===== config.mk =====
export PLATFORM = sky130hd
export DESIGN_NAME = cnn_mac_seq_9s_14s
export DESIGN_NICKNAME = d
export VERILOG_FILES = /design/src/rtl/cnn_mac_pkg.sv /design/src/rtl/cnn_mac_mul_9s_14s.sv /design/src/rtl/cnn_mac_seq_9s_14s.sv
export SDC_FILE = /design/constraint.sdc
export NUM_CORES = 1
export LEC_CHECK = 0
export BUFFER_PORTS_ARGS = -buffer_cell sky130_fd_sc_hd__buf_2
export CORE_AREA = 2 2 173 175
export DETAILED_ROUTE_END_ITERATION = 8
export DIE_AREA = 0 0 175 177
export PLACE_DENSITY = 0.6
export SLEW_MARGIN = 20
export SYNTH_ARGS = -nofsm -noshare
export SYNTH_HDL_FRONTEND = slang
export SYNTH_SLANG_ARGS = --single-unit

===== constraint.sdc =====
create_clock -name ap_clk -period 4.5 [get_ports ap_clk]
set_input_delay 0.45 -clock ap_clk [delete_from_list [all_inputs] [get_ports ap_clk]]
set_output_delay 0.45 -clock ap_clk [all_outputs]
set_load 0.03 [all_outputs]

===== src/rtl/cnn_mac_pkg.sv =====
// Shared widths, state encoding and parameter sanity helper for the conv2 MAC sequencer.
package cnn_mac_pkg;

  localparam int A_W   = 9;   // activation width (signed)
  localparam int B_W   = 14;  // weight width (signed)
  localparam int P_W   = 23;  // full-precision product width
  localparam int ACC_W = 32;  // accumulator / result width (signed)
  localparam int LEN_W = 16;  // operand-pair count width

  typedef enum logic [2:0] {
    IDLE,
    RUN,
    DRAIN,
    OUT,
    DONE
  } state_t;

  // Product must be exact and must fit inside the accumulator without truncation.
  function automatic bit widths_ok(input int a_w, input int b_w, input int p_w, input int acc_w);
    return (p_w == a_w + b_w) && (acc_w >= p_w);
  endfunction

endpackage


===== src/rtl/cnn_mac_mul_9s_14s.sv =====
// Combinational signed 9x14 multiplier; small enough to map onto a single DSP slice.
module cnn_mac_mul_9s_14s
  import cnn_mac_pkg::*;
(
  input  logic signed [A_W-1:0] a,
  input  logic signed [B_W-1:0] b,
  output logic signed [P_W-1:0] p
);

  // Both operands are sign-extended to the product width, so the result is exact.
  assign p = P_W'(a) * P_W'(b);

endmodule


===== src/rtl/cnn_mac_seq_9s_14s.sv =====
// Dot-product sequencer for one conv2 output pixel: start/len control, one operand
// pair per cycle, a single product pipeline register and a wrapping accumulator.
module cnn_mac_seq_9s_14s
  import cnn_mac_pkg::*;
#(
  parameter int ACC_W = cnn_mac_pkg::ACC_W
) (
  input  logic                    ap_clk,
  input  logic                    ap_rst,
  input  logic                    ap_start,
  input  logic [LEN_W-1:0]        len,
  output logic                    ap_idle,
  output logic                    ap_done,
  output logic                    ap_ready,
  input  logic signed [A_W-1:0]   op_a,
  input  logic signed [B_W-1:0]   op_b,
  input  logic                    op_valid,
  output logic                    op_ready,
  output logic signed [ACC_W-1:0] res_data,
  output logic                    res_valid,
  input  logic                    res_ready
);

  if (!widths_ok(A_W, B_W, P_W, ACC_W)) begin : g_width_check
    $error("cnn_mac_seq_9s_14s: need P_W == A_W+B_W and ACC_W >= P_W");
  end

  state_t                  state;
  logic [LEN_W-1:0]        len_q;
  logic [LEN_W-1:0]        cnt;
  logic signed [P_W-1:0]   p_comb;
  logic signed [P_W-1:0]   p_q;
  logic                    p_vld;
  logic signed [ACC_W-1:0] acc;
  logic signed [ACC_W-1:0] acc_next;
  logic                    accept;
  logic                    last;

  cnn_mac_mul_9s_14s u_mul (
    .a (op_a),
    .b (op_b),
    .p (p_comb)
  );

  // op_ready is a registered copy of "state == RUN", so it alone qualifies the handshake.
  assign accept   = (state == RUN) && op_valid && op_ready;
  assign last     = accept && (LEN_W'(cnt + LEN_W'(1)) == len_q);
  // Sign-extended product add; overflow wraps modulo 2^ACC_W by design.
  assign acc_next = p_vld ? ACC_W'(acc + ACC_W'(p_q)) : acc;

  // Sequencer FSM with product pipeline, accumulator and registered handshake outputs.
  always_ff @(posedge ap_clk or posedge ap_rst) begin
    if (ap_rst) begin
      state     <= IDLE;
      len_q     <= '0;
      cnt       <= '0;
      p_q       <= '0;
      p_vld     <= 1'b0;
      acc       <= '0;
      ap_idle   <= 1'b1;
      ap_done   <= 1'b0;
      ap_ready  <= 1'b0;
      op_ready  <= 1'b0;
      res_data  <= '0;
      res_valid <= 1'b0;
    end else begin
      acc      <= acc_next;
      p_vld    <= accept;
      ap_done  <= 1'b0;
      ap_ready <= 1'b0;
      if (accept) begin
        p_q <= p_comb;
        cnt <= LEN_W'(cnt + LEN_W'(1));
      end
      case (state)
        IDLE: begin
          if (ap_start) begin
            acc     <= '0;
            ap_idle <= 1'b0;
            if (len != '0) begin
              len_q    <= len;
              cnt      <= '0;
              op_ready <= 1'b1;
              state    <= RUN;
            end else begin
              res_data  <= '0;
              res_valid <= 1'b1;
              state     <= OUT;
            end
          end
        end
        RUN: begin
          if (last) begin
            op_ready <= 1'b0;
            state    <= DRAIN;
          end
        end
        DRAIN: begin
          // The final product lands this edge, so publish the post-add value.
          res_data  <= acc_next;
          res_valid <= 1'b1;
          state     <= OUT;
        end
        OUT: begin
          if (res_ready) begin
            res_valid <= 1'b0;
            ap_done   <= 1'b1;
            ap_ready  <= 1'b1;
            state     <= DONE;
          end
        end
        DONE: begin
          ap_idle <= 1'b1;
          state   <= IDLE;
        end
        default: begin
          ap_idle   <= 1'b1;
          op_ready  <= 1'b0;
          res_valid <= 1'b0;
          state     <= IDLE;
        end
      endcase
    end
  end

endmodule


==> run metrics, run 1 <==
Synth area leaders dfrtp_1 27%, fa_1 18%, ha_1 8.7%; post-detail-place hpwl 19,900 um; post-route ant nets 0; met1 Usage GRT 24.3%; Max Fclk 221 MHz; RSZ-0062 raised after global routing true; final worst slack -0.0307 ns; CTS Sinks 127; ys flop type dfrtp_1; Ant. Diodes 0; footprint of the multi-input gates 0.00796 sq mm; Final Hold Fails 0; Port Buffers 80; drt pass-1 iters 5; worst slew pin tran 0.967 ns; Area Growth Syn to Fin 21.2%; first-pass GRT wire length 43,600 um; Leak 6.72 nW; Final min period 4.53 ns; core area 0.0292 sq mm; Die Span Y 177 um; clk_skew 0.00922 ns; Routed WL 25,500 um; Post-synth top cells 182 x nand2_1, 126 x dfrtp_1, 112 x inv_1; clk buf depth 2; gr busiest metal met2; power density over the cells 701 mW/mm^2; H-tree levels 4; Clock Latency Late Sink 0.42 ns; Top delay family on crit path adder cells; Post-synth EDFFs 0; share of post-route cells with drive strength above 1 20.4%; GRT overflow 0; Max Cap Viol 0; Cells after DPL 1,748; # fillers 2,764; CP Max Fanout 4; synth unique cells 65; CP peak stage delay 0.54 ns; die area 0.0310 sq mm; peak supply drop 321 uV; async set-reset flop share out of synthesis 100%; Power, Total 0.00975 W; register bit total from synthesis 127; Setup TNS -0.0307 ns; syn avg cell area 9.20 sq um; CTS Root Cell clkbuf_16; Worst Reg-to-Reg Cells 10; Synth Instances 1,247; R2R setup slack 1.31 ns; register area share after synthesis 27.7%; worst hold path type input port to async pin; clock slew at reported path FFs 0.06 ns; largest net degree at the start of global routing 100; vias in the first global route 8,975; CP Buf/Inv Count 3; remaining routing DRC violations 0; # IOs 81; Worst R2R Start p_q[0]$_DFFE_PP0P_; Storage cell area 0.00318 sq mm; count leader, synth nand2_1; Cell Chain, Critical Path buf_6 > nand2b_4 > fa_1 > fa_1 > inv_2 > fa_1 > fa_1 > fa_2 > ha_4 > inv_2 > o31ai_4 > o22a_1 > a21oi_4 > o21ai_2 > a21oi_2 > or4b_4 > nand3_2; Die Width 175 um; Iter 0 DRT Violations 381; crit share post-route 101%; via count 8,864; Slowest-stage cell, CP fa_1; Crit path top cell by count fa_1; # setup viols final 1; Via density 4.96; Place WS -0.636 ns; DR WL/cell 14.3 um; GP Congestion 0.836; post-synth top area cell dfrtp_1; met2 Usage GRT 28.3%; CTS tree yes; YS warnings 0; post-route insts no fill 1,786; CTS buffer count 17; Syn Nets 1,477; Critical Path Source Type input port; critical register-to-register path endpoint res_data[16]$_DFFE_PP0P_; gr usage total 17.3%; Yosys top cell area share 27.5%; crit path kind input port to flip-flop; initial antenna violation count 0; critical path endpoint category flip-flop; Worst Setup SP op_b[0]; synthesized area 0.0115 sq mm; fin. max-slew vios 0; relative slew slack 35.4%; failing checks setup timing; outcome finished, violations left; last element of the critical path p_q[18]$_DFFE_PP0P_; Initial Utilization 39.2%; Crit path required time 4.85 ns; post-layout net count 1,613; Placed Area 0.0129 sq mm; met3 usage in global routing 2.19%; row count 63; Critical Path Stages 17; CP arrival 4.88 ns; design area 0.0139 sq mm
timing repair:
action / in CTS / in global routing
hold buffers: 0 / 0
buffers inserted: 2 / 4
pin swaps: 25 / 22
setup endpoints to repair: 8 / 9
resized for setup: 27 / 43
endpoints found under the hold margin: 0 / 0
logic make-up (layout without fill, tap and decap cells):
family	after synthesis	count (layout)	synth area share, %
adder cells (fa/ha/maj)	186	186	27.2
AND/OR/NAND/NOR	438	438	18.3
XOR/XNOR	81	81	6.18
multiplexers	44	44	4.02
flip-flops	127	127	27.7
AO/OA/AOI/OAI	205	205	11.0
buffers and inverters	166	315	5.60
how the worst min path moves through the flow:
stage / start / end / slack (ns) / cells after the start
floorplan: p_q[0]$_DFFE_PP0P_ / p_q[0]$_DFFE_PP0P_ / 0.45 / 2
global placement: res_data[25]$_DFFE_PP0P_ / res_data[25]$_DFFE_PP0P_ / 0.46 / 2
detailed placement: res_data[24]$_DFFE_PP0P_ / res_data[24]$_DFFE_PP0P_ / 0.47 / 2
CTS: len[4] / len_q[4]$_DFFE_PP0P_ / 0.25 / 2
global route: len[4] / len_q[4]$_DFFE_PP0P_ / 0.26 / 2
finish: ap_rst / res_valid$_DFFE_PP0P_ / 0.19 / 2
area by class of cell:
class,count,area share (%)
well taps,390,3.51
clock buffers,17,3.06
inverters,112,3.06
multi-input cells,954,57.2
flip-flops and latches,127,22.9
repair buffers,171,8.61
clock inverters,15,1.69
layer usage:
metal,wire (um),vias up
li1,-,4427
met1,12800,4300
met2,11900,121
met3,560,16
met4,257,0
met5,0,-
worst reg2reg max path, cell delays in order (launching register included):
cell and delay, ns:
dfrtp_1 0.42, ha_1 0.25, fa_1 0.43, a211oi_1 0.40, o21ai_0 0.22, nand2_1 0.11, a21oi_1 0.15, o21a_1 0.21
or3_1 0.30, a31oi_1 0.40, o21ai_0 0.15
power breakdown:
part | switching [W] | internal, W | leakage (nW)
registers | 0.000360 | 0.00155 | 1.68
logic | 0.00327 | 0.00303 | 4.73
clock network | 0.000544 | 0.000993 | 0.320
total | 0.00418 | 0.00558 | 6.72
metrics by stage:
| stage | util [%] | hold slack (ns) |
|---|---|---|
| 3_5_place_dp | 44.2 | 0.466 |
| 5_1_grt | 47.6 | 0.262 |
| 3_3_place_gp | 44.2 | 0.457 |
| 4_1_cts | 47.0 | 0.252 |
| 2_1_floorplan | - | 0.445 |
| 6_report | 47.6 | 0.189 |
sequential cells by signal, summed over array words and instances (netlist names):
name and count:
op_ready 1, p_vld 1, p_q 23, acc 32, len_q 16, ap_idle 1, cnt 16, state 3
res_data 32, ap_ready 1, res_valid 1
cells in the final DEF (no fill, tap or decap), drive strengths merged, types with 54 or more instances in the layout:
cell type  count
dfrtp        126
a21oi         54
nor2          80
xnor2         55
buf          171
fa           106
o21ai         68
and2          54
inv          115
ha            80
nand2        182
Power figures use the tool's default switching activity.
==> inputs of run 2 (changes only) <==
--- a/config.mk
+++ b/config.mk
@@ -5,11 +5,12 @@
 export SDC_FILE = /design/constraint.sdc
 export NUM_CORES = 1
 export LEC_CHECK = 0
-export BUFFER_PORTS_ARGS = -buffer_cell sky130_fd_sc_hd__buf_2
 export CORE_AREA = 2 2 173 175
 export DETAILED_ROUTE_END_ITERATION = 8
 export DIE_AREA = 0 0 175 177
-export PLACE_DENSITY = 0.6
+export DONT_BUFFER_PORTS = 1
+export PLACE_DENSITY = 0.58
+export REMOVE_ABC_BUFFERS = 1
 export SLEW_MARGIN = 20
 export SYNTH_ARGS = -nofsm -noshare
 export SYNTH_HDL_FRONTEND = slang
==> run 2 against run 1 <==
  * The flow finishes with violations (hold timing)
  * Total power down 5.7%
  * First-iteration DRC count increased by 8.7%
  * Sequential cell count stayed put
  * Wire length up 1.3%
  * Cell count decreased by 6.3%
  * Worst setup slack improved by 0.063 ns
  * Sequential share of layout area grew 1.6 points
  * Clock skew barely moved
  * Cell area fell by 6.5%
  * Count of clock-buffer cells in the layout is 9 higher
  * Critical path depth increased by 2
  * Critical endpoint unchanged
==> run metrics, run 2 (same netlist as run 1, synthesis figures left out) <==
Port Buffers 0 (-100%); via count 8,462 (-4.5%); R2R setup slack 1.17 ns (-0.14 ns); post-layout net count 1,501 (-6.9%); CTS Sinks 127 (unchanged); clk_skew 0.00940 ns (+0.000178 ns); Area Growth Syn to Fin 13.3%; gr usage total 17.7% (+0.43 points); CTS Root Cell clkbuf_16; remaining routing DRC violations 0 (unchanged); clock slew at reported path FFs 0.06 ns (about the same); worst slew pin tran 1.05 ns (+0.0822 ns); Final Hold Fails 2 (+2); die area 0.0310 sq mm (unchanged); Die Span Y 177 um (unchanged); Die Width 175 um (unchanged); Setup TNS 0 ns (+0.0307 ns); CTS buffer count 17 (unchanged); Worst R2R Start state[0]$_DFFE_PP0P_; Critical Path Source Type input port; # IOs 81 (unchanged); Max Cap Viol 0 (unchanged); Worst Reg-to-Reg Cells 9 (-1); Layout Utilization 44.5% (-3.1 points); CTS tree yes; relative slew slack 30.0% (-5.4 points); # fillers 2,825 (+2.2%); H-tree levels 4 (unchanged); Crit path required time 4.86 ns (about the same); first-pass GRT wire length 44,200 um (+1.5%); drt pass-1 iters 4 (-1); CP arrival 4.83 ns (-0.05 ns); Hold WS -0.00179 ns (-0.190 ns); Routed WL 25,800 um (+1.3%); Cells after DPL 1,637 (-6.4%); power density over the cells 708 mW/mm^2 (+0.93%); CP Max Fanout 9 (+5); Final min period 4.47 ns (-0.0626 ns); Iter 0 DRT Violations 414 (+8.7%); Leak 6.10 nW (-9.2%); critical register-to-register path endpoint state[0]$_DFFE_PP0P_; Initial Utilization 39.2% (unchanged); vias in the first global route 8,791 (-2.1%); post-detail-place hpwl 19,600 um (-1.8%); outcome finished, violations left; core area 0.0292 sq mm (unchanged); Max Fclk 224 MHz (+1.4%); Clock Latency Late Sink 0.42 ns (about the same); initial antenna violation count 0 (unchanged); Storage cell area 0.00318 sq mm (about the same); # setup viols final 0 (-1); Via density 5.05 (+1.9%); RSZ-0062 raised after global routing true; post-route ant nets 0 (unchanged); Ant. Diodes 0 (unchanged); fin. max-slew vios 0 (unchanged); critical path endpoint category flip-flop; footprint of the multi-input gates 0.00789 sq mm (-0.88%); crit share post-route 99.3% (-1.4 points); Top Registers acc: 32 flops, res_data: 32 flops, p_q: 23 flops; most frequent cells in the layout 175 x nand2_1, 125 x dfrtp_1, 105 x inv_1, 100 x fa_1, 79 x nor2_1; peak supply drop 361 uV (+13%); share of post-route cells with drive strength above 1 11.8% (-8.7 points); DR WL/cell 15.4 um (+8.1%); clk buf depth 2 (unchanged); crit path kind input port to flip-flop; GRT overflow 0 (unchanged); largest net degree at the start of global routing 88 (-12%); commonest non-fill, non-tap cell in the layout nand2_1; worst hold path type input port to async pin; post-route insts no fill 1,674 (-6.3%); GP Congestion 0.838 (+0.24%); row count 63 (unchanged); failing checks hold timing
[run 2: changes by cell type in the layout (fill, tap and decap cells not counted), sizes merged]
cell	before	now
buf	171	59
bufinv	5	2
clkbuf	17	26
clkinv	6	2
clkinvlp	1	2
inv	115	112
[run 2: metal layers]
metal	wire length, um	GRT usage (%)	vias to the layer above
met5	0	0	-
met2	11700	28.4	102
met3	751	3.01	15
met4	238	4.55	0
met1	13200	24.9	4128
li1	-	-	4217
[run 2: worst max-delay path by stage]
stage | start | endpoint | slack (ns) | depth (start not counted)
finish | op_b[7] | p_q[18]$_DFFE_PP0P_ | 0.03 | 19
global route | op_b[8] | p_q[20]$_DFFE_PP0P_ | -0.11 | 18
CTS | op_b[8] | p_q[20]$_DFFE_PP0P_ | -0.01 | 18
detailed placement | op_a[0] | p_q[18]$_DFFE_PP0P_ | -0.76 | 18
global placement | op_a[0] | p_q[18]$_DFFE_PP0P_ | -0.68 | 18
floorplan | op_a[0] | p_q[18]$_DFFE_PP0P_ | -0.55 | 18
[run 2: per-stage QoR]
step	hold slack, ns	instance area, sq um	total power, W	setup WS, ns
2_1_floorplan	0.445	11300	0.00573	-0.550
3_3_place_gp	0.477	12200	0.00741	-0.678
3_5_place_dp	0.489	12200	0.00748	-0.756
4_1_cts	0.0528	12900	0.00914	-0.0130
5_1_grt	0.0668	13000	0.0101	-0.113
6_report	-0.00179	13000	0.00920	0.0318
[run 2: power breakdown]
group          internal (W)  switching (W)  leakage [nW]  total, W
combinational       0.00276        0.00291          4.15   0.00568
sequential          0.00155       0.000628          1.68   0.00218
clock              0.000857       0.000492         0.275   0.00135
total               0.00517        0.00404          6.10   0.00920
[run 2: critical path, cell delays in order]
cell,delay (ns)
nand2_8,0.03
fa_1,0.52
inv_1,0.05
fa_1,0.53
inv_2,0.05
fa_1,0.49
inv_2,0.04
fa_2,0.34
fa_1,0.50
ha_4,0.30
inv_2,0.04
o31ai_4,0.24
o22a_1,0.19
a21oi_2,0.07
buf_4,0.14
o21ai_4,0.16
a21oi_2,0.07
or4b_4,0.53
nand3_2,0.07
[run 2: layout make-up]
type	instances	area share (%)
Clock buffer	26	3.76
Sequential cell	127	24.5
Clock inverter	6	0.654
Multi-Input combinational cell	954	60.7
Timing Repair Buffer	59	3.43
Tap cell	390	3.75
Inverter	112	3.27
[run 2: timing repair]
| item | 4_1_cts | 5_1_grt |
|---|---|---|
| setup buffers | 3 | 2 |
| hold buffers | 0 | 0 |
| hold endpoints to repair | 0 | 0 |
| pin swaps | 17 | 25 |
| setup endpoints to repair | 7 | 8 |
| resized for setup | 25 | 31 |
==> inputs of run 3 (changes only) <==
--- a/config.mk
+++ b/config.mk
@@ -5,13 +5,15 @@
 export SDC_FILE = /design/constraint.sdc
 export NUM_CORES = 1
 export LEC_CHECK = 0
-export CORE_AREA = 2 2 173 175
+export ABC_AREA = 1
+export CORE_AREA = 2 2 176 178
+export CTS_CLUSTER_SIZE = 28
 export DETAILED_ROUTE_END_ITERATION = 8
-export DIE_AREA = 0 0 175 177
+export DIE_AREA = 0 0 178 180
 export DONT_BUFFER_PORTS = 1
 export PLACE_DENSITY = 0.58
 export REMOVE_ABC_BUFFERS = 1
-export SLEW_MARGIN = 20
+export SLEW_MARGIN = 15
 export SYNTH_ARGS = -nofsm -noshare
 export SYNTH_HDL_FRONTEND = slang
 export SYNTH_SLANG_ARGS = --single-unit
==> run 3 against run 2 <==
  * Die area is 3.4% higher
  * Worst hold slack better by 0.019 ns
  * The run now ends clean
  * Synthesized area is 3.6% higher
  * Combinational power is 7.0% higher
  * Clock skew is 0.0013 ns higher
  * Critical path type unchanged
  * Wire length is 9.6% higher
==> run metrics, run 3 <==
clk buf depth 2 (unchanged); Synth area leaders dfrtp_1 27%, fa_1 18%, nand2_1 14%; Iter 0 DRT Violations 499 (+21%); Port Buffers 0 (unchanged); register area share after synthesis 26.7% (-0.97 points); sw power 0.00463 W (+15%); largest net degree at the start of global routing 92 (+4.5%); post-detail-place hpwl 22,600 um (+15%); clk_skew 0.0107 ns (+0.00131 ns); most frequent cells in the layout 450 x nand2_1, 231 x inv_1, 126 x nor2_1, 126 x dfrtp_1, 106 x fa_1; core area 0.0302 sq mm (+3.2%); Crit path required time 4.83 ns (-0.03 ns); post-route ant nets 0 (unchanged); CTS Root Cell clkbuf_16; drt pass-1 iters 5 (+1); share of post-route cells with drive strength above 1 7.59% (-4.2 points); Die Width 178 um (+1.7%); Max Fclk 236 MHz (+5.4%); Via density 4.92 (-2.8%); async set-reset flop share out of synthesis 100% (unchanged); power density over the cells 736 mW/mm^2 (+4.1%); CTS tree yes; Die Span Y 180 um (+1.7%); register bit total from synthesis 127 (unchanged); RSZ-0062 raised after global routing false; syn avg cell area 7.53 sq um (-18%); fin. max-slew vios 0 (unchanged); Ant. Diodes 0 (unchanged); crit path kind input port to flip-flop; worst slew pin tran 1.06 ns (+0.00961 ns); outcome complete, no violations; Final Hold Fails 0 (-2); Leak 6.91 nW (+13%); Yosys top cell area share 26.5% (-0.97 points); row count 64 (+1.6%); Worst R2R Start state[2]$_DFFE_PP0P_; critical register-to-register path endpoint res_data[13]$_DFFE_PP0P_; # setup viols final 0 (unchanged); Setup TNS 0 ns (unchanged); Synth Instances 1,579 (+27%); crit share post-route 94.2% (-5.1 points); combinational share of power 63.0% (+1.3 points); CP Max Fanout 4 (-5); relative slew slack 29.4% (-0.64 points); Area Growth Syn to Fin 10.2%; post-synth top area cell dfrtp_1; H-tree levels 4 (unchanged); Top Registers acc: 32 flops, res_data: 32 flops, p_q: 23 flops; first-pass GRT wire length 48,900 um (+11%); CP arrival 4.57 ns (-0.26 ns); CTS Sinks 127 (unchanged); Post-synth EDFFs 0 (unchanged); final worst slack 0.259 ns (+0.228 ns); vias in the first global route 10,000 (+14%); commonest non-fill, non-tap cell in the layout nand2_1; Initial Utilization 39.4% (+0.16 points); post-layout net count 1,824 (+22%); Max Cap Viol 0 (unchanged); synth unique cells 41 (-37%); via count 9,845 (+16%); critical path endpoint category flip-flop; R2R setup slack 1.70 ns (+0.53 ns); Routed WL 28,300 um (+9.6%); Clock Power Share 13.1% (-1.6 points); count leader, synth nand2_1; remaining routing DRC violations 0 (unchanged); CTS buffer count 17 (unchanged); gr usage total 18.7% (+1.1 points); YS warnings 0 (unchanged); GRT overflow 0 (unchanged); DR WL/cell 14.1 um (-8.4%); Place WS -0.285 ns (+0.471 ns); Sw Share 47.9% (+4.1 points); Setup Buffers After CTS 0 (-3); # IOs 81 (unchanged); Internal 0.00503 W (-2.7%); clock slew at reported path FFs 0.06 ns (about the same); Post-synth top cells 450 x nand2_1, 232 x inv_1, 127 x nor2_1; synthesized area 0.0119 sq mm (+3.6%); die area 0.0320 sq mm (+3.4%); Worst Reg-to-Reg Cells 10 (+1); Critical Path Source Type input port; Final min period 4.24 ns (-0.228 ns); worst hold path type input port to async pin; sequential fraction of design power 23.9% (+0.3 points); peak supply drop 343 uV (-5.1%); ys flop type dfrtp_1; GP Congestion 0.930 (+11%); Clock Latency Late Sink 0.43 ns (about the same); initial antenna violation count 0 (unchanged)
-- run 3: cell count changes in the layout (fill, tap and decap cells not counted), moves of 25 or more --
cell | previous run | this run
inv_1 | 105 | 231
nand2_1 | 175 | 450
nor2_1 | 79 | 126
mux2i_1 | 27 | 1
nand3_1 | 20 | 78
and2_1 | 54 | 1
xnor2_1 | 55 | 22
a21oi_1 | 48 | 73
-- run 3: per-stage QoR --
stage          total power [W]  utilization [%]  hold slack [ns]  cell area (sq um)  std cells
6_report               0.00965             43.4           0.0176              13100       2003
5_1_grt                 0.0108             43.4            0.128              13100       2003
4_1_cts                0.00970             43.3           0.0919              13100       2003
3_5_place_dp           0.00838             41.6            0.489              12500       1971
3_3_place_gp           0.00829             41.6            0.486              12500       1971
2_1_floorplan          0.00638                -            0.455              11700       1526
-- run 3: how the worst max path moves through the flow --
stage	startpoint	end	slack [ns]	depth (start not counted)
4_1_cts	op_a[8]	p_q[19]$_DFFE_PP0P_	0.18	17
3_3_place_gp	op_a[0]	p_q[19]$_DFFE_PP0P_	-0.16	18
3_5_place_dp	op_a[8]	p_q[19]$_DFFE_PP0P_	-0.29	17
6_report	op_a[8]	p_q[19]$_DFFE_PP0P_	0.26	17
5_1_grt	op_a[8]	p_q[20]$_DFFE_PP0P_	0.04	20
2_1_floorplan	op_b[13]	p_q[22]$_DFFE_PP0P_	-0.28	20
-- run 3: cell families (layout without fill, tap and decap cells) --
kind of cell	count (synthesis)	count (layout)	share of synthesized area, %
compound gates	218	218	9.90
xor+xnor	35	35	2.58
fa+ha+maj	186	186	26.3
buf+inv	289	317	9.27
flops	127	127	26.7
mux	1	1	0.0842
simple gates	723	723	25.2
-- run 3: routing by layer --
layer | vias up | wire, um | global-route usage [%]
met3 | 25 | 1160 | 3.13
li1 | 4980 | - | -
met5 | - | 0 | 0
met1 | 4638 | 14300 | 27.2
met2 | 202 | 12500 | 28.9
met4 | 0 | 364 | 4.92
-- run 3: final cells by class --
cell class                 instances  area, sq um
sequential                       127         3180
tap                              396          495
clock inverter                    15          111
clock buffer                      17          425
fill                            3041        17100
multi-input combinational       1163         7640
timing repair buffer              49          368
inverter                         236          891
-- run 3: critical path: stages --
cell and delay [ns]:
inv_1 0.02, or2_2 0.28, fa_1 0.46, fa_1 0.49
inv_1 0.05, fa_1 0.50, fa_1 0.43, fa_1 0.54
ha_4 0.22, a21oi_1 0.14, nand2_1 0.11, nand3_1 0.10
nand4_1 0.15, a31o_2 0.25, or2_2 0.26, nand3_1 0.07
nand2_1 0.05
-- run 3: power by group through the flow --
stage                     clock network (W)  registers [W]  logic [W]
after floorplan                           0        0.00217    0.00421
after global placement                    0        0.00232    0.00597
after detailed placement                  0        0.00232    0.00605
after CTS                           0.00129        0.00231    0.00610
after global routing                0.00135        0.00238    0.00705
final                               0.00127        0.00231    0.00608
-- run 3: what timing repair did --
action,CTS,global route
gates resized for setup,0,4
hold buffers,0,0
setup endpoints to repair,0,4
